File: src/rtl/gray_pixel_packer.sv
// Rounds fixed-point gray samples to 8-bit pixels, packs four per 32-bit word
// and buffers the words in a small FIFO behind a valid/ready output.
module gray_pixel_packer #(
    parameter int unsigned FRAC_BITS = 8,
    parameter int unsigned DEPTH     = 4
) (
    input  logic        clk,
    input  logic        rst,
    input  logic        in_valid,
    input  logic [31:0] in_gray,
    input  logic        flush,
    output logic        out_valid,
    input  logic        out_ready,
    output logic [31:0] out_data,
    output logic [3:0]  out_keep,
    output logic        out_last,
    output logic        overflow,
    input  logic        clr_overflow
);

    localparam int unsigned PTR_W = $clog2(DEPTH);
    localparam logic [PTR_W:0] FULL_CNT = (PTR_W + 1)'(DEPTH);
    localparam logic [32:0] HALF = 33'd1 << (FRAC_BITS - 1);

    logic [32:0] sum;
    logic [32:0] shifted;
    logic [7:0]  pix;

    logic [1:0]  idx_q;
    logic [31:0] asm_q;
    logic [31:0] asm_next;
    logic [2:0]  fill;
    logic [3:0]  commit_keep;
    logic        commit;

    logic [31:0] mem_data [DEPTH];
    logic [3:0]  mem_keep [DEPTH];
    logic        mem_last [DEPTH];
    logic [PTR_W-1:0] wr_ptr;
    logic [PTR_W-1:0] rd_ptr;
    logic [PTR_W:0]   count;
    logic        full;
    logic        pop;
    logic        push;
    logic        drop;

    // 33-bit sum so a near-full-scale input cannot wrap before saturation
    always_comb begin
        sum     = {1'b0, in_gray} + HALF;
        shifted = sum >> FRAC_BITS;
        pix     = (|shifted[32:8]) ? 8'hFF : shifted[7:0];
    end

    always_comb begin
        asm_next = asm_q;
        if (in_valid) begin
            asm_next[{idx_q, 3'b000} +: 8] = pix;
        end
        fill   = {1'b0, idx_q} + {2'b00, in_valid};
        commit = (in_valid && (idx_q == 2'd3)) || (flush && (fill != 3'd0));
        case (fill)
            3'd1:    commit_keep = 4'b0001;
            3'd2:    commit_keep = 4'b0011;
            3'd3:    commit_keep = 4'b0111;
            3'd4:    commit_keep = 4'b1111;
            default: commit_keep = 4'b0000;
        endcase
    end

    // Assembly register is zeroed on every commit so unfilled bytes of a partial word read 0
    always_ff @(posedge clk or negedge rst) begin
        if (!rst) begin
            idx_q <= '0;
            asm_q <= '0;
        end else if (commit) begin
            idx_q <= '0;
            asm_q <= '0;
        end else if (in_valid) begin
            idx_q <= idx_q + 2'd1;
            asm_q <= asm_next;
        end
    end

    always_comb begin
        out_valid = (count != '0);
        full      = (count == FULL_CNT);
        pop       = out_valid && out_ready;
        push      = commit && (!full || pop);
        drop      = commit && full && !pop;
    end

    always_ff @(posedge clk) begin
        if (push) begin
            mem_data[wr_ptr] <= asm_next;
            mem_keep[wr_ptr] <= commit_keep;
            mem_last[wr_ptr] <= flush;
        end
    end

    always_ff @(posedge clk or negedge rst) begin
        if (!rst) begin
            wr_ptr <= '0;
            rd_ptr <= '0;
            count  <= '0;
        end else begin
            if (push) begin
                wr_ptr <= wr_ptr + 1'b1;
            end
            if (pop) begin
                rd_ptr <= rd_ptr + 1'b1;
            end
            case ({push, pop})
                2'b10:   count <= count + 1'b1;
                2'b01:   count <= count - 1'b1;
                default: count <= count;
            endcase
        end
    end

    always_ff @(posedge clk or negedge rst) begin
        if (!rst) begin
            overflow <= 1'b0;
        end else if (drop) begin
            overflow <= 1'b1;
        end else if (clr_overflow) begin
            overflow <= 1'b0;
        end
    end

    // Head fields are gated so the storage array itself needs no reset
    always_comb begin
        out_data = '0;
        out_keep = '0;
        out_last = 1'b0;
        if (out_valid) begin
            out_data = mem_data[rd_ptr];
            out_keep = mem_keep[rd_ptr];
            out_last = mem_last[rd_ptr];
        end
    end

endmodule

File: config.mk
export PLATFORM = sky130hd
export DESIGN_NAME = gray_pixel_packer
export DESIGN_NICKNAME = d
export VERILOG_FILES = /design/src/rtl/gray_pixel_packer.sv
export SDC_FILE = /design/constraint.sdc
export NUM_CORES = 1
export LEC_CHECK = 0
export ABC_AREA = 1
export CORE_UTILIZATION = 30
export CTS_CLUSTER_DIAMETER = 60
export DETAILED_ROUTE_END_ITERATION = 6
export PLACE_DENSITY = 0.51
export REMOVE_ABC_BUFFERS = 1
export SLEW_MARGIN = 5
export SYNTH_ARGS = -nofsm -noshare
export SYNTH_HDL_FRONTEND = slang
export SYNTH_SLANG_ARGS = --single-unit
File: constraint.sdc
create_clock -name clk -period 10.7 [get_ports clk]
set_input_delay 2.14 -clock clk [delete_from_list [all_inputs] [get_ports clk]]
set_output_delay 2.14 -clock clk [all_outputs]
set_load 0.01 [all_outputs]
After elaboration in Yosys (flattened, before gate mapping)
Memory sizes are Yosys's and may differ from the RTL's.
Index checks and enable logic that the tools add are counted.
Operators by class
  add/sub/neg operators: 8
  shifts and indexed selects: 2
  eq/ne operators: 8
  mux-type cells: 16
  reductions and logical operators: 16
Operators by type and width (count)
  2-to-1 mux 32 bit: 4
  adder 32 x 8 -> 33 bit, second input constant: 1
  bitwise mux 32 bit: 1
  variable shift 8 x 7 -> 32 bit, first input constant: 1
  variable part select 8 x 7 -> 32 bit: 1
  OR reduction 17 bit: 1
  one-hot mux 4 bit (4 select lines): 1
  2-to-1 mux 8 bit: 1
  negator 5 -> 7 bit: 1
  adder 2 x 1 -> 2 bit, second input constant: 3
  equality test 3 x 2 -> 1 bit, second input constant: 2
  equality test 3 bit, second input constant: 2
  logical AND 1 bit: 6
  one-hot mux 3 bit (2 select lines): 1
  nonzero test 2 bit: 3
  nonzero test 3 bit: 2
  2-to-1 mux 1 bit: 5
  equality test 2 bit, second input constant: 2
  2-to-1 mux 2 bit: 2
  2-to-1 mux 4 bit: 1
  adder 2 x 1 -> 3 bit: 1
  adder 3 x 1 -> 3 bit, second input constant: 1
  equality test 3 x 1 -> 1 bit, second input constant: 1
  subtractor 3 x 1 -> 3 bit, second input constant: 1
  3 further kinds: 5
Word-level totals
  output and inout port bits: 39
  register bits: 42
  word-level logic and storage cells: 59
  memories: 3
  input bits: 38
  memory bits (writable): 148
Memory list
  mem_data: depth 4, width 32, read ports 1, clocked after memory_dff 0, wr ports 1, line 36  | logic [31:0] mem_data [DEPTH];
  mem_keep: depth 4, width 4, read ports 1, clocked after memory_dff 0, wr ports 1, line 37  | logic [3:0] mem_keep [DEPTH];
  mem_last: depth 4, width 1, read ports 1, clocked after memory_dff 0, wr ports 1, line 38  | logic mem_last [DEPTH];

Depth between registers and ports, before layout
  depth in word-level cells: 8
  mapped depth: 14
  mapped depth without buffers: 14

Least setup slack after synthesis
OpenSTA, ideal clock, no wires.
  path kind: input -> register
  from: input in_valid
  to: memory mem_data[0][0], enable pin
  setup time: 0.431 ns
  setup slack: 5.456 ns
  buffers on the path: 0
  required time: 10.269 ns
  stages: 8
  arrival: 4.812 ns
  path through: ha_1 ha_1 nor2_1 inv_1 o21ai_2 nand2_1 nand2_1 nor2_1
On the way
  word-level cells in the longest chain between the ends: 7
  elaborated cells on any way between the ends: 8
  those cells by class: add/sub: 1; mux: 2; reduce/logical: 5
RTL lines
  start, declared: line 9  | input logic in_valid,
  adder 2 x 1 -> 3 bit: line 59  | fill = {1'b0, idx_q} + {2'b00, in_valid};
  nonzero test 3 bit: line 60  | commit = (in_valid && (idx_q == 2'd3)) || (flush && (fill != 3'd0));
  logical AND 1 bit: line 60
  logical OR 1 bit (*): line 60
  logical AND 1 bit (*): line 88  | push = commit && (!full || pop);
  2-to-1 mux 1 bit (*): line 93  | if (push) begin
  2-to-1 mux 1 bit (implied by the code) (*): line 94  | mem_data[wr_ptr] <= asm_next;
  end, declared: line 36
Every way passes the cells marked *; elsewhere a longest branch is shown, timed or not.

Final worst setup path
  from: input in_valid
  to: register count[2]
On the way
  word-level cells in the longest chain between the ends: 7
  elaborated cells on any way between the ends: 10
  those cells by class: add/sub: 1; eq/ne: 2; mux: 1; reduce/logical: 6
RTL lines
  adder 2 x 1 -> 3 bit: line 59
  nonzero test 3 bit: line 60
  logical AND 1 bit: line 60
  logical OR 1 bit (*): line 60
  logical AND 1 bit (*): line 88
  equality test 2 x 1 -> 1 bit / equality test 2 bit (equally long branches): line 112  | case ({push, pop})
  one-hot mux 3 bit (2 select lines) / nonzero test 2 bit (equally long branches)
  end signal, assigned: line 113  | 2'b10: count <= count + 1'b1;
  end signal, assigned: line 114  | 2'b01: count <= count - 1'b1;
  end signal, assigned: line 115  | default: count <= count;
  end, declared: line 41  | logic [PTR_W:0] count;
Marked as above.
A chain may end at the register's enable or synchronous reset.

==> reports/qor.txt <==
Clk Latency, worst-skew pair: 0.42 ns
Worst Skew: 0.0104 ns
Root Buffer: clkbuf_16
status: finished clean
Post-synth ARST share: 0.221
DRT iter0 DRCs: 341
clk sinks: 190
initial antenna violation count: 0
largest net degree at the start of global routing: 78
syn_area_per_cell: 9.84 µm²
Max Clock Freq: 0.162 GHz
Top Ports: 77
Post-synth EDFFs: 148
crit start category: input pin
ys flop type: edfxtp_1
Clock Tree Buf Depth: 2
RSZ-0062 raised after global routing: no
port bufs: 69
Vias/cell: 4.59
critical path type: input pin to flip-flop
CTS Buf Count: 17
H-tree Lvls: 4
# fillers: 2,869
Synth Instances: 892
sequential share of the synthesized area: 0.626
n_diodes: 0
period utilization: 0.579
final hold viol count: 0
post-detail-place hpwl: 12.7 mm
clock transition at the registers of the reported paths: 0.07 ns
Avg WL per Cell: 15.3 µm
power density cells: 266 nW/µm²
GRT Total Usage: 0.142
core area: 28,800 µm²
max cap viols: 0
first-pass GRT wire length: 32.8 mm
Post-Route WL: 20.7 mm
CP Capture Type: flip-flop
hold_buf cts: 0
Starting Density: 0.305
Critical Path AT: 6.49 ns
die width: 173 µm
Yosys reg bits: 190
first-pass detailed-route iteration total: 5
fin. max-slew vios: 0
Worst slew margin: 0.250
Crit. Startpoint: in_valid
final period demand of the worst path: 6.19 ns
synthesis-to-finish area growth: 19.4%
die area: 30,000 µm²
slew at the pin closest to its max-slew limit: 1.11 ns
DRT antenna net count: 0
# rows: 62
worst vdd ir: 115 µV
Post-CTS Setup Bufs: 0
RR Startpoint: idx_q[0]$_DFFE_PN0P_
# DRC: 0
cts repair resizes: 0
most frequent cells in the layout: 172 x nor2_1, 158 x nand2_1, 148 x edfxtp_1
Leakage: 0.00403 µW
Crit Path Max Fanout: 27
commonest non-fill, non-tap cell in the layout: nor2_1
setup tns final: 0 ns
via count: 6,192
Hold Crit Start: count[0]$_DFFE_PN0P_
Nets: 1,004
Die Ht: 173 µm
# setup viols final: 0
Netlist Area Pre-Place: 8780 µm²
GPL Wtd Cong: 0.848
CTS tree: done
total power: 2780 µW
required time of the critical path: 11.00 ns
Synth warnings: 0
global route total overflow: 0
number of global-route vias before repair: 5,979
Synth cell types: 33
layout cells sized above 1: 0.0819
min-delay worst type: flip-flop to flip-flop
-- per-stage QoR --
step | worst slack (ns) | std cells | utilization | hold slack [ns] | instance area (µm²)
after global placement | 4.08 | 1317 | 0.344 | 0.496 | 9900
after floorplan | 5.05 | 856 | - | 0.468 | 8640
after global routing | 4.15 | 1349 | 0.364 | 0.528 | 10500
final | 4.51 | 1349 | 0.364 | 0.495 | 10500
after CTS | 4.37 | 1349 | 0.364 | 0.502 | 10500
after detailed placement | 4.01 | 1317 | 0.344 | 0.489 | 9900
-- report_power, final --
group | switching (µW) | total, µW | internal (µW) | leakage [µW]
Combinational | 680 | 1100 | 425 | 0.00180
Clock | 258 | 623 | 364 | 0.000281
Sequential | 48.8 | 1060 | 1010 | 0.00195
Total | 987 | 2780 | 1800 | 0.00403
-- synthesized netlist by cell type, drive strengths merged, types with 4 or more instances --
master | number | share of area
o211ai | 8 | 0.0068
nand4 | 13 | 0.0093
nor2 | 189 | 0.087
edfxtp | 148 | 0.51
buf | 9 | 0.0040
a21oi | 63 | 0.036
clkbuf | 27 | 0.012
o21bai | 4 | 0.0034
inv | 58 | 0.025
nand3b | 4 | 0.0034
nand3 | 39 | 0.027
nor3 | 5 | 0.0028
dfrtp | 42 | 0.12
xor2 | 5 | 0.0050
ha | 13 | 0.019
or2 | 4 | 0.0028
nand2 | 167 | 0.075
o21ai | 88 | 0.051
-- final timing paths --
path / to / slack [ns] / cells past startpoint
max: count[2]$_DFFE_PN0P_ / 4.51 / 14
min: count[0]$_DFFE_PN0P_ / 0.49 / 1
max reg2reg: count[2]$_DFFE_PN0P_ / 6.04 / 13
min reg2reg: count[0]$_DFFE_PN0P_ / 0.49 / 1
max in group asynchronous: rd_ptr[0]$_DFFE_PN0P_ / 8.11 / 1
min in group asynchronous: overflow$_DFFE_PN0P_ / 1.90 / 1
-- cells by family (layout without fill, tap and decap cells) --
family / Yosys count / after routing / share of synthesized area
buf+inv: 95 / 168 / 0.0408
fa+ha+maj: 14 / 14 / 0.0208
compound gates: 165 / 165 / 0.0983
xor+xnor: 6 / 6 / 0.00598
flops: 190 / 190 / 0.626
simple gates: 422 / 422 / 0.208
-- critical path: stages --
cell and delay, ns:
clkdlybuf4s50_1 0.59, ha_1 0.30, ha_1 0.29, nor2_1 0.14, inv_1 0.08, o21ai_2 0.42, nand2_1 0.73, nand2_1 0.71
ha_1 0.25, inv_1 0.07, fa_1 0.37, a21oi_1 0.14, o21ai_0 0.11, xor2_1 0.15
-- sequential cells by signal, indices dropped and copies added, names as in the netlist --
signal / flops
asm_q: 32
wr_ptr: 2
idx_q: 2
mem_data: 128
rd_ptr: 2
overflow: 1
mem_last: 4
mem_keep: 16
count: 3
-- cell type report --
type,count,area [µm²],area share
Inverter,59,221,0.0211
Clock buffer,19,433,0.0413
Timing Repair Buffer,77,746,0.0712
Sequential cell,190,5500,0.524
Multi-Input combinational cell,607,2960,0.282
Tap cell,384,480,0.0458
Clock inverter,13,145,0.0138
-- routing by layer --
layer / GRT usage / vias up / share of wire
li1: - / 3138 / -
met1: 0.187 / 2932 / 0.46
met2: 0.237 / 107 / 0.49
met3: 0.0281 / 15 / 0.034
met4: 0.0431 / 0 / 0.012
met5: 0 / - / 0
(Power assumes the default switching activity.)
